`src/rtl/bus_arbiter8.sv`:
```
// Eight-way round-robin bus arbiter with a per-grant hold limit and a forced
// zero-grant gap cycle between any two grants.
//
// state | meaning
// IDLE  | no grant; arbitrate when en=1 and any req is set
// GRANT | one requester owns the bus; hcnt counts cycles held
// GAP   | grant just dropped; one zero cycle, arbitrate again if possible
module bus_arbiter8 #(
    parameter int MAX_HOLD = 16
) (
    input  logic       clk,
    input  logic       rst_n,
    input  logic       en,
    input  logic [7:0] req,
    output logic [7:0] gnt,
    output logic [2:0] gnt_idx,
    output logic       gnt_valid,
    output logic       timeout
);

    typedef enum logic [1:0] {
        IDLE  = 2'd0,
        GRANT = 2'd1,
        GAP   = 2'd2
    } state_t;

    state_t     state;
    logic [2:0] last;
    logic [7:0] hcnt;
    logic [2:0] win;
    logic [2:0] cand;
    logic       found;

    // Search starts just past the previous winner, so it is considered last.
    always_comb begin
        win   = last;
        found = 1'b0;
        cand  = '0;
        for (int i = 1; i <= 8; i++) begin
            cand = last + 3'(i);
            if (!found && req[cand]) begin
                win   = cand;
                found = 1'b1;
            end
        end
    end

    always_ff @(posedge clk or negedge rst_n) begin
        if (!rst_n) begin
            state     <= IDLE;
            gnt       <= '0;
            gnt_idx   <= '0;
            gnt_valid <= 1'b0;
            timeout   <= 1'b0;
            hcnt      <= '0;
            last      <= 3'd7;
        end else begin
            timeout <= 1'b0;
            case (state)
                IDLE, GAP: begin
                    if (en && found) begin
                        gnt       <= 8'b1 << win;
                        gnt_idx   <= win;
                        last      <= win;
                        hcnt      <= 8'd1;
                        gnt_valid <= 1'b1;
                        state     <= GRANT;
                    end else begin
                        state <= IDLE;
                    end
                end
                GRANT: begin
                    if (!en) begin
                        gnt       <= '0;
                        gnt_valid <= 1'b0;
                        state     <= IDLE;
                    end else if (!req[gnt_idx]) begin
                        gnt       <= '0;
                        gnt_valid <= 1'b0;
                        state     <= GAP;
                    end else if (hcnt == 8'(MAX_HOLD)) begin
                        gnt       <= '0;
                        gnt_valid <= 1'b0;
                        timeout   <= 1'b1;
                        state     <= GAP;
                    end else begin
                        hcnt <= hcnt + 8'd1;
                    end
                end
                default: begin
                    gnt       <= '0;
                    gnt_valid <= 1'b0;
                    state     <= IDLE;
                end
            endcase
        end
    end

endmodule

```
`config.mk`:
```
export PLATFORM = sky130hd
export DESIGN_NAME = bus_arbiter8
export DESIGN_NICKNAME = d
export VERILOG_FILES = /design/src/rtl/bus_arbiter8.sv
export SDC_FILE = /design/constraint.sdc
export NUM_CORES = 1
export LEC_CHECK = 0
export CAP_MARGIN = 20
export CELL_PAD_IN_SITES_DETAIL_PLACEMENT = 1
export CELL_PAD_IN_SITES_GLOBAL_PLACEMENT = 1
export CORE_ASPECT_RATIO = 1.25
export CORE_UTILIZATION = 35
export CTS_BUF_LIST = sky130_fd_sc_hd__clkbuf_4
export DETAILED_ROUTE_END_ITERATION = 7
export PLACE_DENSITY = 0.7
export SLEW_MARGIN = 15
export SYNTH_ARGS = -nofsm -noshare
export SYNTH_HDL_FRONTEND = slang
export SYNTH_SLANG_ARGS = --single-unit
```
`constraint.sdc`:
```
create_clock -name clk -period 3.95 [get_ports clk]
set_input_delay 0.5925 -clock clk [delete_from_list [all_inputs] [get_ports clk]]
set_output_delay 0.5925 -clock clk [all_outputs]
set_load 0.02 [all_outputs]
```
==> flow_summary_export.csv, run 1 <==
group,metric,value,unit
run_status,outcome,"complete, no violations",
final_layout,area_growth_syn_to_layout,17.5,%
logic_synthesis,ys_types,52,
critical_path,worst_setup_path_start_kind,"register",
min_path,hold_class,"reg -> reg",
logic_synthesis,synth_top_cell_by_area,"dfrtp_1",
sta,finalHoldViolCount,0,
detailed_routing,vias,1502,
die,dieHeight,86.5,microns
min_path,hold_depth,1,
detailed_routing,detail_route.first_pass.iterations,4,
sta,rsz0062_at_grt,"false",
final_layout,diodes,0,
placed_design,gp_congestion,0.758,
critical_path,rrSetupSlack,0.81,ns
global_routing,grt_overflow,0,
sta,period_needed,3.14,ns
critical_path,worstPathRequired,4.18,ns
sta,skew,0.00577,ns
final_layout,drive_gt1_share,22.1,%
clock_tree,post_cts_buffers,0,
logic_synthesis,yosysWarnings,0,
sta,fin_setup_tns,0,ns
placed_design,dpl-instance-area,2290,sq um
logic_synthesis,synthArstFlopShare,100,%
detailed_routing,ant_nets,0,
sta,maxSlewHeadroom,56.4,%
logic_synthesis,synth_commonest_cells,"dfrtp_1, nand2_1, mux4_2, nor2_1, o21ai_0",
sta,worst_slack,0.812,ns
clock_tree,cts.clk_slew.worst_paths,0.14,ns
clock_tree,tritoncts,"built",
clock_tree,cts_sinks,26,
clock_tree,cts_hold_buffers,0,
placed_design,portBuffers,23,
die,rows,30,
detailed_routing,routed_wl,4.72,mm
flow_run,cap_violations,0,
detailed_routing,drt-vias-per-instance,5.60,
final_layout,final_core_util,42.8,%
logic_synthesis,syn-mean-instance-area,11.2,sq um
die,core,5480,sq um
global_routing,grt_use_total,17.3,%
critical_path,path_max_fanout,8,
clock_tree,cts_root_buf,"clkbuf_4",
clock_tree,clk_latency,0.32,ns
clock_tree,cts_resized,0,
detailed_routing,drc_errors,0,
sta,post-route-period-util,79.4,%
critical_path,r2r_cells,10,
logic_synthesis,synth_edf_count,0,
sta,setup_viol,0,
placed_design,place_hpwl,3.72,mm
logic_synthesis,yosysMostFrequentCell,"dfrtp_1",
sta,worstMarginPinSlew,0.654,ns
final_layout,final_area,2350,sq um
global_routing,grt_max_degree,27,
detailed_routing,drt-initial-drc-count,56,
logic_synthesis,netlist_area,2000,sq um
die,die-area,6020,sq um
critical_path,crit_type,"reg -> reg",
critical_path,r2r_start,"last[0]",
power,vdd_ir_drop_max,0.000432,V
die,start_util,36.5,%
detailed_routing,wl_per_cell,17.6,microns
final_layout,fin_nets,220,
power,power,2.31,mW
global_routing,grt_pass1_vias,1611,
clock_tree,clk_path_buf_depth,2,
global_routing,antenna_found_initial,0,
power,power.density,984,nW/um^2
global_routing,grt_pass1_wl,8.16,mm
die,dieWidth,69.6,microns
placed_design,dp_cells,264,
sta,maxSlewViolCount,0,
final_layout,final_cells,268,
sta,max_freq,319,MHz
sta,fin_hold_ws,0.499,ns
min_path,min_from,"gnt_valid",
power,leakagePower,0.962,nW
die,ios,24,
critical_path,r2r-end,"gnt[4]",
logic_synthesis,synth-seq-area-share,32.7,%
placed_design,place_ws,0.540,ns
logic_synthesis,netlist.area_leader.share,28.8,%
logic_synthesis,ys_ff_latch,26,
logic_synthesis,synth_top_flop_cell,"dfrtp_1",
logic_synthesis,synth_top_cells_by_area,"dfrtp_1, mux4_2, mux2i_1",
logic_synthesis,synthCells,179,
critical_path,critPathCaptureType,"register",
critical_path,arrival,3.37,ns
min_path,hold_path_end,"gnt_valid",
clock_tree,numCtsBuffers,3,
logic_synthesis,synth_fp_nets,194,
clock_tree,htree_levels,1,
-- logic make-up after synthesis --
family	synth area share [%]
xor gates and xnor gates	5.57
and+or+nand+nor	16.0
adders and majority gates	2.50
muxes	25.5
DFF	32.7
buffers and inverters	3.88
AOI/OAI and AO/OA	13.8
-- state kept, by name, summed over array words and instances (netlist names) --
name	cells
gnt_valid	1
gnt_idx	3
hcnt	8
last	3
timeout	1
state	2
gnt	8
-- report_power, final --
part / internal, mW / leakage, nW / switching, mW
Sequential: 0.348 / 0.335 / 0.0807
Clock: 0.103 / 0.0279 / 0.0800
Combinational: 0.769 / 0.599 / 0.930
-- cell usage in the layout (no fill, tap or decap), types with 2 or more instances in the layout --
| cell type | count |
|---|---|
| xor2_1 | 5 |
| mux2i_2 | 2 |
| nand2_1 | 15 |
| nand4_1 | 3 |
| or3_1 | 2 |
| nor2_2 | 2 |
| dfrtp_1 | 23 |
| buf_4 | 5 |
| a21o_1 | 3 |
| dfstp_2 | 3 |
| ha_1 | 4 |
| mux2i_1 | 8 |
| xnor2_1 | 4 |
| mux4_2 | 14 |
| nor2b_1 | 3 |
| nand2b_1 | 3 |
| nor3_1 | 2 |
| o21ai_0 | 10 |
| inv_1 | 6 |
| clkdlybuf4s50_1 | 23 |
| mux2_4 | 2 |
| nand4b_1 | 2 |
| o21ai_1 | 3 |
| xnor2_2 | 2 |
| clkbuf_4 | 3 |
| and3_1 | 2 |
| a32o_1 | 5 |
| a21oi_1 | 5 |
| nor2_1 | 11 |
| nand3_1 | 5 |
| mux2_2 | 3 |
-- worst max-delay path by stage --
stage,start,end,cells after the start
2_1_floorplan,last[0],gnt[4],11
3_3_place_gp,req[5],gnt_idx[0],7
3_5_place_dp,req[5],hcnt[1],8
4_1_cts,last[0],gnt[4],10
5_1_grt,last[0],hcnt[1],9
6_report,last[0],gnt[4],10
-- worst max-delay path, stage by stage (launching register included) --
cell and delay, ns:
dfstp_2 0.56, clkinv_1 0.07, ha_1 0.46, buf_4 0.22, mux2i_1 0.10, mux4_2 0.55, and3_1 0.21, a211oi_1 0.21
nand3_1 0.13, and2_0 0.26, a32o_1 0.26
-- routing by layer --
metal / GRT usage (%) / up-vias / part of all wire, %
li1: - / 720 / -
met1: 21.5 / 748 / 43
met2: 31.1 / 22 / 53
met3: 1.74 / 12 / 1.4
met4: 6.49 / 0 / 2.8
met5: 0 / - / 0
-- area by class of cell --
type	instances	area, sq um
multi-input combinational	139	1270
fill	606	3130
inverter	7	26.3
clock inverter	1	30.0
timing repair buffer	28	268
clock buffer	3	22.5
tap	64	80.1
sequential	26	654
Note: power is estimated with default switching activity, not from simulation.
==> inputs of run 2 (changes only) <==
Clock period 3.95 ns to 3.1 ns, I/O delays scaled along.
==> run 2 against run 1 <==
Compared with the run above: clock power up 30%; global-route usage up 0.72 points; design area up 4.7%; sequential share of layout area down 1.2 points; cell count up 4.1%; hold slack worse by 0.019 ns; first-iteration DRC count up 20%; die area unchanged; sequential power up 29%; combinational power up 45%.
==> flow_summary_export.csv, run 2 (synthesis results as in run 1) <==
group,metric,value,unit
die,dieWidth,69.6,microns
clock_tree,cts_hold_buffers,0,
sta,max_freq,342,MHz
power,vdd_ir_drop_max,0.000554,V
final_layout,num-fill-cells,594,
global_routing,antenna_found_initial,0,
clock_tree,htree_levels,1,
detailed_routing,vias,1596,
global_routing,grt_use_total,18.0,%
critical_path,cp.depth,10,
detailed_routing,drt-initial-drc-count,67,
power,leakagePower,1.03,nW
critical_path,r2r_cells,10,
critical_path,slowest_delay,0.61,ns
clock_tree,numCtsBuffers,3,
detailed_routing,drc_errors,0,
sta,maxSlewViolCount,0,
placed_design,place_hpwl,3.86,mm
detailed_routing,detail_route.first_pass.iterations,4,
critical_path,cp_top_family,"multiplexers",
critical_path,worstPathCellList,"buf_4, ha_1, xnor2_2, mux4_2, nand4b_1, a31oi_1, o31ai_2, nor3_2, buf_4, nand2b_1",
die,rows,30,
clock_tree,tritoncts,"built",
critical_path,arrival,3.16,ns
die,die-area,6020,sq um
critical_path,crit_type,"reg -> reg",
critical_path,path_max_fanout,13,
final_layout,final_area,2460,sq um
critical_path,cpMostUsedCell,"buf_4",
sta,period_needed,2.92,ns
global_routing,grt_pass1_vias,1724,
final_layout,ff_latch_area,654,sq um
clock_tree,cts_root_buf,"clkbuf_4",
final_layout,diodes,0,
placed_design,dpl-instance-area,2380,sq um
power,power.density,1320,nW/um^2
detailed_routing,drt-vias-per-instance,5.72,
critical_path,r2r-end,"gnt_idx[2]",
critical_path,r2r_start,"last[1]",
die,ios,24,
critical_path,worst_setup_path_start_kind,"register",
detailed_routing,ant_nets,0,
critical_path,rrSetupSlack,0.18,ns
sta,skew,0.00869,ns
final_layout,area_growth_syn_to_layout,23.0,%
global_routing,grt_max_degree,27,
final_layout,fin_nets,231,
detailed_routing,routed_wl,5.03,mm
final_layout,drive_gt1_share,27.4,%
sta,finalHoldViolCount,0,
die,core,5480,sq um
placed_design,portBuffers,23,
min_path,hold_class,"in -> async",
global_routing,grt_overflow,0,
detailed_routing,wl_per_cell,18.0,microns
sta,fin_hold_ws,0.480,ns
placed_design,gp_congestion,0.836,
clock_tree,cts_sinks,26,
sta,setup_viol,0,
clock_tree,clk_latency,0.33,ns
global_routing,grt_pass1_wl,8.54,mm
critical_path,crit_slowest_cell,"mux4_2",
clock_tree,clk_path_buf_depth,2,
die,dieHeight,86.5,microns
run_status,outcome,"complete, no violations",
final_layout,final_cell_mix,"dfrtp_1, clkdlybuf4s50_1, buf_4",
critical_path,critPathCapture,"gnt_idx[2]",
sta,maxSlewHeadroom,72.0,%
final_layout,top_regs,"gnt: 8 flops, hcnt: 8 flops",
sta,worstMarginPinSlew,0.418,ns
sta,post-route-period-util,94.3,%
die,start_util,36.5,%
clock_tree,cts.clk_slew.worst_paths,0.15,ns
critical_path,critPathBufInv,2,
critical_path,critPathCaptureType,"register",
critical_path,crit_start,"last[1]",
clock_tree,post_cts_buffers,0,
flow_run,cap_violations,0,
final_layout,multi_input_area,1290,sq um
critical_path,worstPathRequired,3.34,ns
## run 2: cell count changes in the layout (fill, tap and decap cells not counted)
| cell | change |
|---|---|
| ha_1 | -1 |
| buf_4 | +11 |
| xnor2_2 | +2 |
| ha_4 | +1 |
| xnor2_1 | -2 |
## run 2: cell type report
cell class / instances / area share [%]
Multi-Input combinational cell: 139 / 52.6
Sequential cell: 26 / 26.6
Timing Repair Buffer: 39 / 14.3
Tap cell: 64 / 3.26
Clock inverter: 1 / 1.22
Inverter: 7 / 1.07
Clock buffer: 3 / 0.916
## run 2: worst reg2reg max path, stage by stage, from the launching register on
cell and delay [ns]:
dfstp_2 0.56, buf_4 0.24, ha_1 0.24, xnor2_2 0.18, mux4_2 0.61, nand4b_1 0.12
a31oi_1 0.14, o31ai_2 0.34, nor3_2 0.12, buf_4 0.16, nand2b_1 0.13
## run 2: worst min-delay path by stage
| stage | from | slack (ns) | cells after the start | endpoint |
|---|---|---|---|---|
| 3_5_place_dp | gnt_valid | 0.47 | 1 | gnt_valid |
| 5_1_grt | rst_n | 0.50 | 2 | gnt[1] |
| 3_3_place_gp | gnt_valid | 0.46 | 1 | gnt_valid |
| 4_1_cts | rst_n | 0.49 | 2 | gnt[0] |
| 2_1_floorplan | rst_n | 0.17 | 0 | gnt[0] |
| 6_report | rst_n | 0.48 | 2 | gnt[1] |
## run 2: metrics by stage
| step | setup TNS [ns] | worst slack, ns | util, % | std cells | power (mW) |
|---|---|---|---|---|---|
| after CTS | 0 | 0.00567 | 44.3 | 279 | 3.18 |
| after global placement | 0 | 0.0152 | 43.4 | 275 | 2.90 |
| after floorplan | 0 | 0.0263 | - | 179 | 2.23 |
| after global routing | -0.0693 | -0.0371 | 44.8 | 279 | 3.51 |
| final | 0 | 0.178 | 44.8 | 279 | 3.25 |
| after detailed placement | -0.187 | -0.0456 | 43.4 | 275 | 2.93 |
## run 2: timing repair
item,4_1_cts,5_1_grt
endpoints found under the hold margin,0,0
setup endpoints to repair,0,23
gates resized for setup,0,4
## run 2: routing by layer
layer	GRT usage, %	up-vias	share of wire [%]
li1	-	743	-
met1	21.2	819	41
met2	34.0	26	54
met3	1.74	8	2.4
met4	6.31	0	1.7
met5	0	-	0
## run 2: power by group
group | internal (mW) | switching (mW)
registers | 0.443 | 0.110
clock network | 0.131 | 0.106
logic | 1.19 | 1.27
